### src/rtl/hazard_ctrl.sv
// rtl/hazard_ctrl.sv - ID-stage hazard control: load-use stall, bypass select, flow-change flush, halt
// HAZARD_BYPASS_EN enables forwarding; without it any in-flight producer stalls ID until it reaches WB.

module hazard_ctrl #(
   parameter int ADDR_W      = 5,
   parameter int FWD_STAGES  = 2,
   parameter int LD_LAT      = 1,
   parameter int FLUSH_DEPTH = 2
) (
   input  logic              clk,
   input  logic              rst_n,
   input  logic              id_vld,
   input  logic              id_re0,
   input  logic              id_re1,
   input  logic [ADDR_W-1:0] id_p0_addr,
   input  logic [ADDR_W-1:0] id_p1_addr,
   input  logic              id_we,
   input  logic [ADDR_W-1:0] id_dst_addr,
   input  logic              id_ld,
   input  logic              id_hlt,
   input  logic              flow_change,
   output logic              stall_id,
   output logic              iss_vld,
   output logic [2:0]        byp0_sel,
   output logic [2:0]        byp1_sel,
   output logic              halted,
   output logic              hlt_wb
);

`ifdef HAZARD_BYPASS_EN
   localparam bit BYP_EN = 1'b1;
`else
   localparam bit BYP_EN = 1'b0;
`endif

   localparam int WB_STG = FWD_STAGES + 1;

   // Stages 1..FWD_STAGES carry producer info; only the halt marker is needed at WB.
   logic [FWD_STAGES:1] we_q, we_d;
   logic [FWD_STAGES:1] ld_q, ld_d;
   logic [ADDR_W-1:0]   dst_q [1:FWD_STAGES];
   logic [ADDR_W-1:0]   dst_d [1:FWD_STAGES];
   logic [WB_STG:1]     hlt_q, hlt_d;
   logic [1:0]          fl_cnt_q, fl_cnt_d;
   logic                iss_vld_q, iss_vld_d;
   logic [2:0]          byp0_sel_q, byp0_sel_d;
   logic [2:0]          byp1_sel_q, byp1_sel_d;
   logic                halted_q, halted_d;
   logic                hlt_wb_q, hlt_wb_d;

   logic       hit0, hit1, rdy0, rdy1;
   logic [2:0] stg0, stg1;
   logic       kill, hazard, issue;

   function automatic logic stage_rdy(input int k, input logic ld);
      return BYP_EN && (!ld || (k > LD_LAT));
   endfunction

   // Walk oldest to youngest so the youngest producer wins.
   always_comb begin : match
      hit0 = 1'b0;
      hit1 = 1'b0;
      rdy0 = 1'b1;
      rdy1 = 1'b1;
      stg0 = 3'd0;
      stg1 = 3'd0;
      for (int k = FWD_STAGES; k >= 1; k--) begin
         if (id_re0 && (id_p0_addr != '0) && we_q[k] && (dst_q[k] == id_p0_addr)) begin
            hit0 = 1'b1;
            stg0 = 3'(k);
            rdy0 = stage_rdy(k, ld_q[k]);
         end
         if (id_re1 && (id_p1_addr != '0) && we_q[k] && (dst_q[k] == id_p1_addr)) begin
            hit1 = 1'b1;
            stg1 = 3'(k);
            rdy1 = stage_rdy(k, ld_q[k]);
         end
      end
   end

   always_comb begin : ctrl
      kill     = flow_change || (fl_cnt_q != 2'd0);
      hazard   = id_vld && ((hit0 && !rdy0) || (hit1 && !rdy1));
      stall_id = halted_q || (!kill && hazard);
      issue    = id_vld && !stall_id && !kill;

      we_d[1]  = issue && id_we;
      ld_d[1]  = issue && id_ld;
      hlt_d[1] = issue && id_hlt;
      dst_d[1] = issue ? id_dst_addr : '0;
      we_d[FWD_STAGES:2]  = we_q[FWD_STAGES-1:1];
      ld_d[FWD_STAGES:2]  = ld_q[FWD_STAGES-1:1];
      hlt_d[WB_STG:2]     = hlt_q[FWD_STAGES:1];
      for (int k = 2; k <= FWD_STAGES; k++) begin
         dst_d[k] = dst_q[k-1];
      end

      // The flow_change cycle is itself the first killed slot.
      if (flow_change) begin
         fl_cnt_d = 2'(FLUSH_DEPTH - 1);
      end else if (fl_cnt_q != 2'd0) begin
         fl_cnt_d = fl_cnt_q - 2'd1;
      end else begin
         fl_cnt_d = 2'd0;
      end

      iss_vld_d  = issue;
      byp0_sel_d = (BYP_EN && issue && hit0) ? stg0 : 3'd0;
      byp1_sel_d = (BYP_EN && issue && hit1) ? stg1 : 3'd0;
      halted_d   = halted_q || (issue && id_hlt);
      hlt_wb_d   = hlt_wb_q || hlt_q[WB_STG];
   end

   always_ff @(posedge clk or negedge rst_n) begin
      if (!rst_n) begin
         we_q       <= '0;
         ld_q       <= '0;
         hlt_q      <= '0;
         dst_q      <= '{default: '0};
         fl_cnt_q   <= 2'd0;
         iss_vld_q  <= 1'b0;
         byp0_sel_q <= 3'd0;
         byp1_sel_q <= 3'd0;
         halted_q   <= 1'b0;
         hlt_wb_q   <= 1'b0;
      end else begin
         we_q       <= we_d;
         ld_q       <= ld_d;
         hlt_q      <= hlt_d;
         dst_q      <= dst_d;
         fl_cnt_q   <= fl_cnt_d;
         iss_vld_q  <= iss_vld_d;
         byp0_sel_q <= byp0_sel_d;
         byp1_sel_q <= byp1_sel_d;
         halted_q   <= halted_d;
         hlt_wb_q   <= hlt_wb_d;
      end
   end

   assign iss_vld  = iss_vld_q;
   assign byp0_sel = byp0_sel_q;
   assign byp1_sel = byp1_sel_q;
   assign halted   = halted_q;
   assign hlt_wb   = hlt_wb_q;

endmodule

### config.mk
export PLATFORM = sky130hd
export DESIGN_NAME = hazard_ctrl
export DESIGN_NICKNAME = d
export VERILOG_FILES = /design/src/rtl/hazard_ctrl.sv
export SDC_FILE = /design/constraint.sdc
export NUM_CORES = 1
export LEC_CHECK = 0
export CORE_ASPECT_RATIO = 1.75
export CORE_MARGIN = 8
export CORE_UTILIZATION = 36
export DETAILED_ROUTE_END_ITERATION = 8
export GPL_ROUTABILITY_DRIVEN = 0
export PLACE_DENSITY = 0.67
export SYNTH_ARGS = -nofsm -noshare
export SYNTH_HDL_FRONTEND = slang
export SYNTH_SLANG_ARGS = --single-unit
### constraint.sdc
create_clock -name clk -period 2.1 [get_ports clk]
set_input_delay 0.525 -clock clk [delete_from_list [all_inputs] [get_ports clk]]
set_output_delay 0.525 -clock clk [all_outputs]
set_load 0.05 [all_outputs]
; After elaboration in Yosys (flattened, before gate mapping)
; Index checks and enable logic that the tools add are counted.
[word_totals]
register_bits = 20
word_cells = 54
[classes]
n_addsub = 1
eq_ne = 4
n_mux = 11
reduce_logical = 30
[ops]
columns = cell, n
row1 = $eq 5x5->1, 4
row2 = $logic_and 1x1->1, 18
row3 = $reduce_bool 5->1, 2
row4 = $mux 1, 8
row5 = $logic_or 1x1->1, 5
row6 = $mux 5, 1
row7 = $logic_not 1->1, 4
row8 = $mux 2, 2
row9 = $reduce_bool 2->1, 1
row10 = $sub 2x1->2 const B, 1

; Longest topological paths before layout
; Gate-level depths: netlist of the first run.
[depth]
depth_word = 17
ltp_mapped = 5

; Worst setup path after synthesis of the first run
; OpenSTA, ideal clock, no wires.
[synth_path]
path_type = input port to output port
startpoint = input id_p1_addr[0]
endpoint = output stall_id
arrival_ps = 1942
required_time_ps = 1575
slack_ps = -367
stages = 5
path_buffers = 0
cell_sequence = xnor2_1 > nand4_1 > o22ai_1 > a22oi_1 > o21bai_1
[synth_between]
elab_chain_len = 12
word_cells_on_any_way = 18
[synth_lines]
columns = element, line_no
row1 = start: declaration, 16  ; input logic [ADDR_W-1:0] id_p1_addr,
row2 = $reduce_bool 5->1, 73  ; if (id_re1 && (id_p1_addr != '0) && we_q[k] && (dst_q[k] == id_p1_addr)) begin
row3 = $logic_and 1x1->1 (3 in series), 73
row4 = $mux 1 (2 in series), 73
row5 = $logic_not 1->1, 83  ; hazard = id_vld && ((hit0 && !rdy0) || (hit1 && !rdy1));
row6 = $logic_and 1x1->1 *, 83
row7 = $logic_or 1x1->1 *, 83
row8 = $logic_and 1x1->1 *, 83
row9 = $logic_and 1x1->1 *, 84  ; stall_id = halted_q || (!kill && hazard);
row10 = $logic_or 1x1->1 *, 84
row11 = end: declaration, 22  ; output logic stall_id,
; Every way passes the cells marked *; elsewhere a longest branch is shown, timed or not.

; Final worst setup path of the first run
[layout_path]
startpoint = input id_p1_addr[2]
endpoint = output stall_id
; The elaborated chain is that of the path after synthesis.

==> metrics, run 1 <==
RSZ-0062 raised after global routing true; pin count of the biggest net entering global routing 21; CTS Buf Count 3; detailed placement HPWL 1770 µm; WS Path Type in -> out; met1 wire length 769 µm; die width 54.7 µm; Leak Pwr 0.646 nW; period utilization 112%; Final setup viols 1; CP Data Required Time 1.57 ns; crit path max-delay cell type or4_4; H-tree depth 1; Worst EP arrival 1.84 ns; Total Power 0.000956 W; dominant synthesized flop cell dfrtp_1; drt drc 0; port bufs 26; vias in the first global route 835; Detailed Route Iter0 Violations 16; area post-placement 1350 µm²; final core utilization 58.7%; CTS Buffer Depth 2; CP Max Fanout 2; sequential area share after synthesis 53.0%; initial antenna violation count 0; Post-DRT Antenna Nets 0; pre-CTS setup slack -0.640 ns; Setup Skew 0.00373 ns; Skew-Pair Late Insertion Delay 0.25 ns; die area 4580 µm²; FFs w/ async S/R, synth 100%; synth warn 0; placed insts 147; core area 2490 µm²; worst-case vdd ir drop 0.000686 V; Area growth, synth to finish 55.0%; Die H 83.8 µm; row count 24; final hold violations 0; Final WS setup -0.262 ns; Max stage delay on crit path 0.51 ns; violated checks setup timing; number of synthesized flops with an enable pin 0; Rel. slew slack 66.3%; Power Density 653 nW/µm²; total grt overflow 0; Yosys cell types 20; Antenna diodes 0; Worst setup SP type input pin; first-pass GRT wire length 3420 µm; CP top delay family compound AO/OA/AOI/OAI gates; WL final 2200 µm; Final Cell Area 1460 µm²; starting density of the core 37.9%; Cell Area, Synth 945 µm²; cts hold-fix bufs 0; wire length on met3 176 µm; min cycle time layout 2.36 ns; Clock Pin Slew Worst Setup and Hold Paths 0.07 ns; gr usage total 9.79%; worst-margin pin slew 0.503 ns; Mapped Avg Cell Area 11.8 µm²; Max Slew Vio Count 0; drt pass-1 iters 4; status finished with violations; max-cap viol count 0; # clock sinks 20; top routing layer used met4; cells after synthesis 80; CTS tree yes; routed vias/inst 4.87; worst-path cell chain buf_6 -> or4_4 -> o21a_1 -> a22oi_2 -> o21bai_4 -> buf_8; ratio of cells with drive above 1 in the final layout 32.6%; fmax 0.423 GHz; WL/cell 14.2 µm; post-route insts no fill 155; WP buf/inv 2; Yosys reg bits 20; Clock Tree Root clkbuf_8; commonest cells after routing, fill and taps aside 20 x dfrtp_1, 20 x buf_4, 19 x xnor2_1; DR vias 755; HP Class reg -> reg; Routed met2 length 1210 µm; io pins 34; Total Nets Final 154; Worst Setup End Kind primary output
## final timing paths
check / to / from / slack, ns / cells after the start
min in group asynchronous: dst_q[4] / rst_n / 0.60 / 2
worst max-delay path: stall_id / id_p1_addr[2] / -0.26 / 6
worst min-delay path: hlt_q[3] / hlt_q[2] / 0.36 / 0
worst max register to register: we_q[1] / dst_d[4] / 0.42 / 7
max in group asynchronous: iss_vld / rst_n / 1.30 / 2
worst min register to register: hlt_q[3] / hlt_q[2] / 0.36 / 0
## layout make-up
class	count	area, µm²
Fill cell	230	1030
Sequential cell	20	500
Multi-Input combinational cell	57	454
Timing Repair Buffer	46	398
Clock buffer	3	41.3
Tap cell	26	32.5
Clock inverter	1	30.0
Inverter	2	7.51
## per-stage QoR
| stage | TNS, ns | hold WS (ns) |
|---|---|---|
| 6_report | -0.262 | 0.355 |
| 5_1_grt | -0.307 | 0.374 |
| 4_1_cts | -0.298 | 0.355 |
| 3_5_place_dp | -3.56 | 0.338 |
| 3_3_place_gp | -3.36 | 0.339 |
| 2_1_floorplan | -0.0587 | 0.229 |
## flip-flops by register name, indices dropped and copies added (netlist names)
signal    count
iss_vld       1
hlt_wb        1
fl_cnt_q      2
dst_q         5
we_q          2
dst_d         5
hlt_q         3
halted        1
## layer usage
layer,global-route usage [%],up-vias
met3,2.50,5
met4,5.41,0
met5,0,-
met1,10.1,361
met2,16.5,31
li1,-,358
## power by group
| group | switching (W) | internal [W] |
|---|---|---|
| logic | 0.0000949 | 0.0000890 |
| clock network | 0.000119 | 0.000254 |
| registers | 0.00000547 | 0.000393 |
## cell families (layout without fill, tap and decap cells)
logic type | Yosys count | in the layout | synth area share (%)
simple gates | 22 | 22 | 13.5
xor+xnor | 20 | 20 | 18.5
flops | 20 | 20 | 53.0
compound gates | 9 | 9 | 9.01
buf+inv | 8 | 52 | 5.56
other cells | 1 | 6 | 0.397
## cell usage after synthesis (2+ instances only)
library cell,number,share of area [%]
and2_1,7,4.6
buf_4,6,4.8
dfrtp_1,20,53
inv_1,2,0.79
nand2_1,5,2.0
nand4_1,4,2.6
o21a_1,2,1.6
o22ai_1,2,1.3
or4_1,2,1.6
xnor2_1,20,19
## repair_timing
action,in CTS,in global routing
buffers inserted,1,3
endpoints found under the hold margin,0,0
pin swaps,7,5
endpoints found under the setup margin,8,1
resized for setup,33,9
## worst register-to-register path, stage by stage (launching register included)
cell	delay, ns
dfrtp_1	0.45
xnor2_2	0.17
nand4_1	0.08
o22ai_1	0.09
buf_4	0.14
buf_4	0.13
a221oi_4	0.38
and2_1	0.18
Power figures use the tool's default switching activity.
==> run 2, diff against run 1 <==
Settings changed: CTS_CLUSTER_SIZE set to 24.
==> results of run 2 <==
No change in the layout: final DEF, timing and power equal those of run 1.
==> run 3, diff against run 2 <==
Settings changed: ABC_CLOCK_PERIOD_IN_PS set to 2100.
==> results of run 3 <==
No change in the layout: final DEF, timing and power equal those of run 1.
==> patch 1 (flow settings as in run 1) <==
Build with the macro `HAZARD_BYPASS_EN` defined.
--- a/src/rtl/hazard_ctrl.sv
+++ b/src/rtl/hazard_ctrl.sv
@@ -1,4 +1,6 @@
 // rtl/hazard_ctrl.sv - ID-stage hazard control: load-use stall, bypass select, flow-change flush, halt
 // HAZARD_BYPASS_EN enables forwarding; without it any in-flight producer stalls ID until it reaches WB.
+
+`define HAZARD_BYPASS_EN
 
 module hazard_ctrl #(
Formal check against the unedited RTL: not equivalent (a bounded check fails within 4 cycles, from zero or initial values and one cycle with rst_n low).
==> patch 1 against run 1 <==
- the flow still finishes with violations (negative setup slack)
- sequential share of layout area shrank 1.2 points
- wire length is 30% higher
- worst setup slack worse by 240 ps
- cell area increased by 30%
- critical path type is now reg -> out
- sequential cell count rose by 5
- total power rose by 1.3%
- combinational power up 3%
- synthesized area up 21%
==> patch 1: results (changes against run 1) <==
* Outcome: finished with violations (unchanged)
* Finish-stage setup viols at 2 (was 1)
* RR Endpoint: byp1_sel[0] (was we_q[1])
* Detailed-placement wirelength estimate at 2220 microns (was 1770 microns)
* Total GRT Usage at 11.4% (was 9.79%)
* Top cells by area, synth: dfrtp_1 (55%), xor2_1 (9.2%), xnor2_1 (6.1%), nor2_1 (3.9%), nand2_1 (3.3%) (was dfrtp_1 (53%), xnor2_1 (19%), buf_4 (4.8%), and2_1 (4.6%), a221oi_4 (2.8%))
* Max rail drop VDD at 443 uV (was 686 uV)
* NumNets Final at 191 (was 154)
* CP arrival at 2080 ps (was 1840 ps)
* Worst hold margin at 357 ps (was 355 ps)
* Vias in the first global route at 1074 (was 835)
* Hold worst-path end: hlt_q[2] (was hlt_q[3])
* Final setup margin at -502 ps (was -262 ps)
* RR Startpoint: dst_d[1] (was dst_d[4])
* Post-synth top cells: dfrtp_1 (25), nor2_1 (12), xor2_1 (12), nand2_1 (10), xnor2_1 (8) (was dfrtp_1 (20), xnor2_1 (20), and2_1 (7), buf_4 (6), nand2_1 (5))
* IO buf count at 31 (was 26)
* Met1 Usage GRT at 11.8% (was 10.1%)
* DR iter-0 viols at 15 (was 16)
* Distinct cells, synth at 29 (was 20)
* R2r worst-path depth at 14 (was 7)
* WL met1 at 1100 microns (was 769 microns)
* CP max stage cell: dfrtp_1 (was or4_4)
* Clk slew on worst S/H paths at 90 ps (was 70 ps)
* Clk_skew at 4.57 ps (was 3.73 ps)
* Crit-path max cell delay at 400 ps (was 510 ps)
* Met2 WL at 1570 microns (was 1210 microns)
* Failing checks: negative setup slack (unchanged)
* Layout cell share with drive strength beyond 1 at 41.0% (was 32.6%)
-- patch 1: cell types whose count changed in the layout (fill, tap and decap cells not counted), sizes merged, moves of 5 or more --
cell / delta
nor2: +11
nand2: +6
dfrtp: +5
xor2: +12
buf: +13
and2: -7
xnor2: -12
-- patch 1: repair_timing --
item / 4_1_cts / 5_1_grt
setup buffers: 10 / 1
endpoints found under the setup margin: 13 / 4
resized for setup: 36 / 16
pin swaps: 9 / 4
-- patch 1: metrics by stage --
step                instance area, sq um  setup TNS [ps]  setup slack [ps]  instances  total power [mW]
CTS                                 1830            -919              -425        209             0.977
global route                        1900            -993              -599        209              1.01
global placement                    1680           -4780              -756        195             0.688
detailed placement                  1680           -4940              -771        195             0.691
floorplan                           1150            -175              -175        101             0.581
finish                              1900            -800              -502        209             0.969
-- patch 1: cell families after synthesis --
kind of cell	after synthesis	synth area share, %
AO/OA/AOI/OAI	8	5.79
XOR/XNOR	20	15.3
buffers and inverters	5	2.95
flip-flops	25	54.6
other	1	0.328
AND/OR/NAND/NOR	41	21.0
-- patch 1: layout make-up --
class / instances / area [sq um] / area share [%]
clock buffer: 3 / 41.3 / 2.18
clock inverter: 1 / 7.51 / 0.396
inverter: 1 / 3.75 / 0.198
multi-input combinational: 71 / 568 / 29.9
sequential: 25 / 626 / 33.0
tap: 43 / 53.8 / 2.83
timing repair buffer: 65 / 598 / 31.5
-- patch 1: worst max path at each step --
stage | end | slack (ps)
CTS | stall_id | -420
global route | stall_id | -600
finish | stall_id | -500
global placement | stall_id | -760
floorplan | stall_id | -170
detailed placement | stall_id | -770
-- patch 1: power by group --
part / internal, mW / switching (mW) / total, mW
Sequential: 0.490 / 0.00635 / 0.496
Combinational: 0.0963 / 0.0935 / 0.190
Clock: 0.134 / 0.148 / 0.282
==> patch 2 (settings of run 1) <==
Without the edit above. Make the reset (`rst_n`) synchronous in one clocked block.
--- a/src/rtl/hazard_ctrl.sv
+++ b/src/rtl/hazard_ctrl.sv
@@ -112,5 +112,5 @@
    end
 
-   always_ff @(posedge clk or negedge rst_n) begin
+   always_ff @(posedge clk) begin
       if (!rst_n) begin
          we_q       <= '0;
Function: differs if rst_n is asserted again (counterexample within 4 cycles, from zero or initial values and one cycle with rst_n low); with rst_n held inactive, the same outputs for 10 cycles.
==> patch 2 against run 1 <==
- the run still ends with negative setup slack left
- final cell count rose by 3.2%
- synthesized cell count rose by 24%
- sequential cell count did not move
- wire length fell by 7.8%
- via count rose by 1.6%
- die area fell by 0.90%
- cell area fell by 13%
- highest routed layer unchanged
- count of clock-buffer cells in the layout did not move
- critical path depth fell by 1
- total power fell by 19%
- global-route usage fell by 0.33 points
- synthesized area fell by 1.2%
- worst setup slack improved by 1.5 ps
- non-clock buffer count fell by 10
==> patch 2: results (changes against run 1) <==
* Outcome: finished with violations (unchanged)
* Failing checks: negative setup slack (unchanged)
* Distinct cells, synth at 22 (was 20)
* Final setup margin at -261 ps (was -262 ps)
* Top cells by area, synth: dfxtp_1 (43%), xnor2_1 (19%), and2_1 (6.0%), buf_4 (4.8%), nand2_1 (4.8%) (was dfrtp_1 (53%), xnor2_1 (19%), buf_4 (4.8%), and2_1 (4.6%), a221oi_4 (2.8%))
* Buffers, non-clock at 36 (was 46)
* Seq area share at 31.4% (was 34.2%)
* Vias/cell at 4.79 (was 4.87)
* RR Endpoint: halted (was we_q[1])
* Multi-input logic portion of the cell area at 37.7% (was 31.0%)
* Worst-Margin Slew at 508 ps (was 503 ps)
* Clk_skew at 1.45 ps (was 3.73 ps)
* Finish-stage setup viols at 1 (unchanged)
* Register area share after synthesis at 42.9% (was 53.0%)
* Crit-path max cell delay at 390 ps (was 510 ps)
* Worst hold margin at 435 ps (was 355 ps)
* DR iter-0 viols at 12 (was 16)
* Post-synth top cells: dfxtp_1 (20), xnor2_1 (20), nand2_1 (12), and2_1 (9), nor2_1 (7) (was dfrtp_1 (20), xnor2_1 (20), and2_1 (7), buf_4 (6), nand2_1 (5))
* Multi-input logic cell count at 73 (was 57)
* RR Startpoint: fl_cnt_q[1] (was dst_d[4])
* Design Area, Final at 0.00128 sq mm (was 0.00146 sq mm)
* Hold path start: hlt_q[1] (was hlt_q[2])
* Drt wl/cell at 12.7 microns (was 14.2 microns)
* Fillers at 243 (was 230)
* Clk cell area share at 3.24% (was 4.87%)
* CP max stage cell: a221o_1 (was or4_4)
[patch 2: changes by cell type after synthesis, moves of 2 or more]
| cell | change |
|---|---|
| or4_1 | -2 |
| ha_1 | +2 |
| or3_1 | +2 |
| nand2_1 | +7 |
| dfrtp_1 | -20 |
| nor2_1 | +6 |
| dfxtp_1 | +20 |
| and2_1 | +2 |
| o311a_1 | +2 |
[patch 2: cell families (layout without fill, tap and decap cells)]
family	after synthesis	count (layout)	synth area share, %
buffers and inverters	11	41	7.64
and+or+nand+nor	37	37	20.5
AOI/OAI and AO/OA	8	8	7.10
other	1	6	0.402
DFF	20	20	42.9
xor gates and xnor gates	20	20	18.8
adders and majority gates	2	2	2.68
[patch 2: power by group]
| part | internal [mW] | switching, mW |
|---|---|---|
| Sequential | 0.388 | 0.00617 |
| Combinational | 0.0725 | 0.0755 |
| Clock | 0.127 | 0.105 |
[patch 2: timing repair]
item | 4_1_cts | 5_1_grt
hold endpoints to repair | 0 | 0
buffers inserted | 0 | 1
cloned | 0 | 0
gates resized for setup | 32 | 2
endpoints found under the setup margin | 1 | 1
pin swaps | 6 | 4
[patch 2: routing by layer]
metal | GRT usage (%) | wire length [microns] | vias up
met5 | 0 | 0 | -
met1 | 9.04 | 770 | 357
met4 | 4.95 | 35 | 0
met2 | 16.2 | 1070 | 24
li1 | - | - | 382
met3 | 3.39 | 156 | 4
[patch 2: through the flow]
step | std cells | TNS (ps) | setup slack (ps)
2_1_floorplan | 104 | -76.0 | -76.0
3_3_place_gp | 156 | -2270 | -576
3_5_place_dp | 156 | -2530 | -599
4_1_cts | 159 | -311 | -311
5_1_grt | 160 | -328 | -328
6_report | 160 | -261 | -261
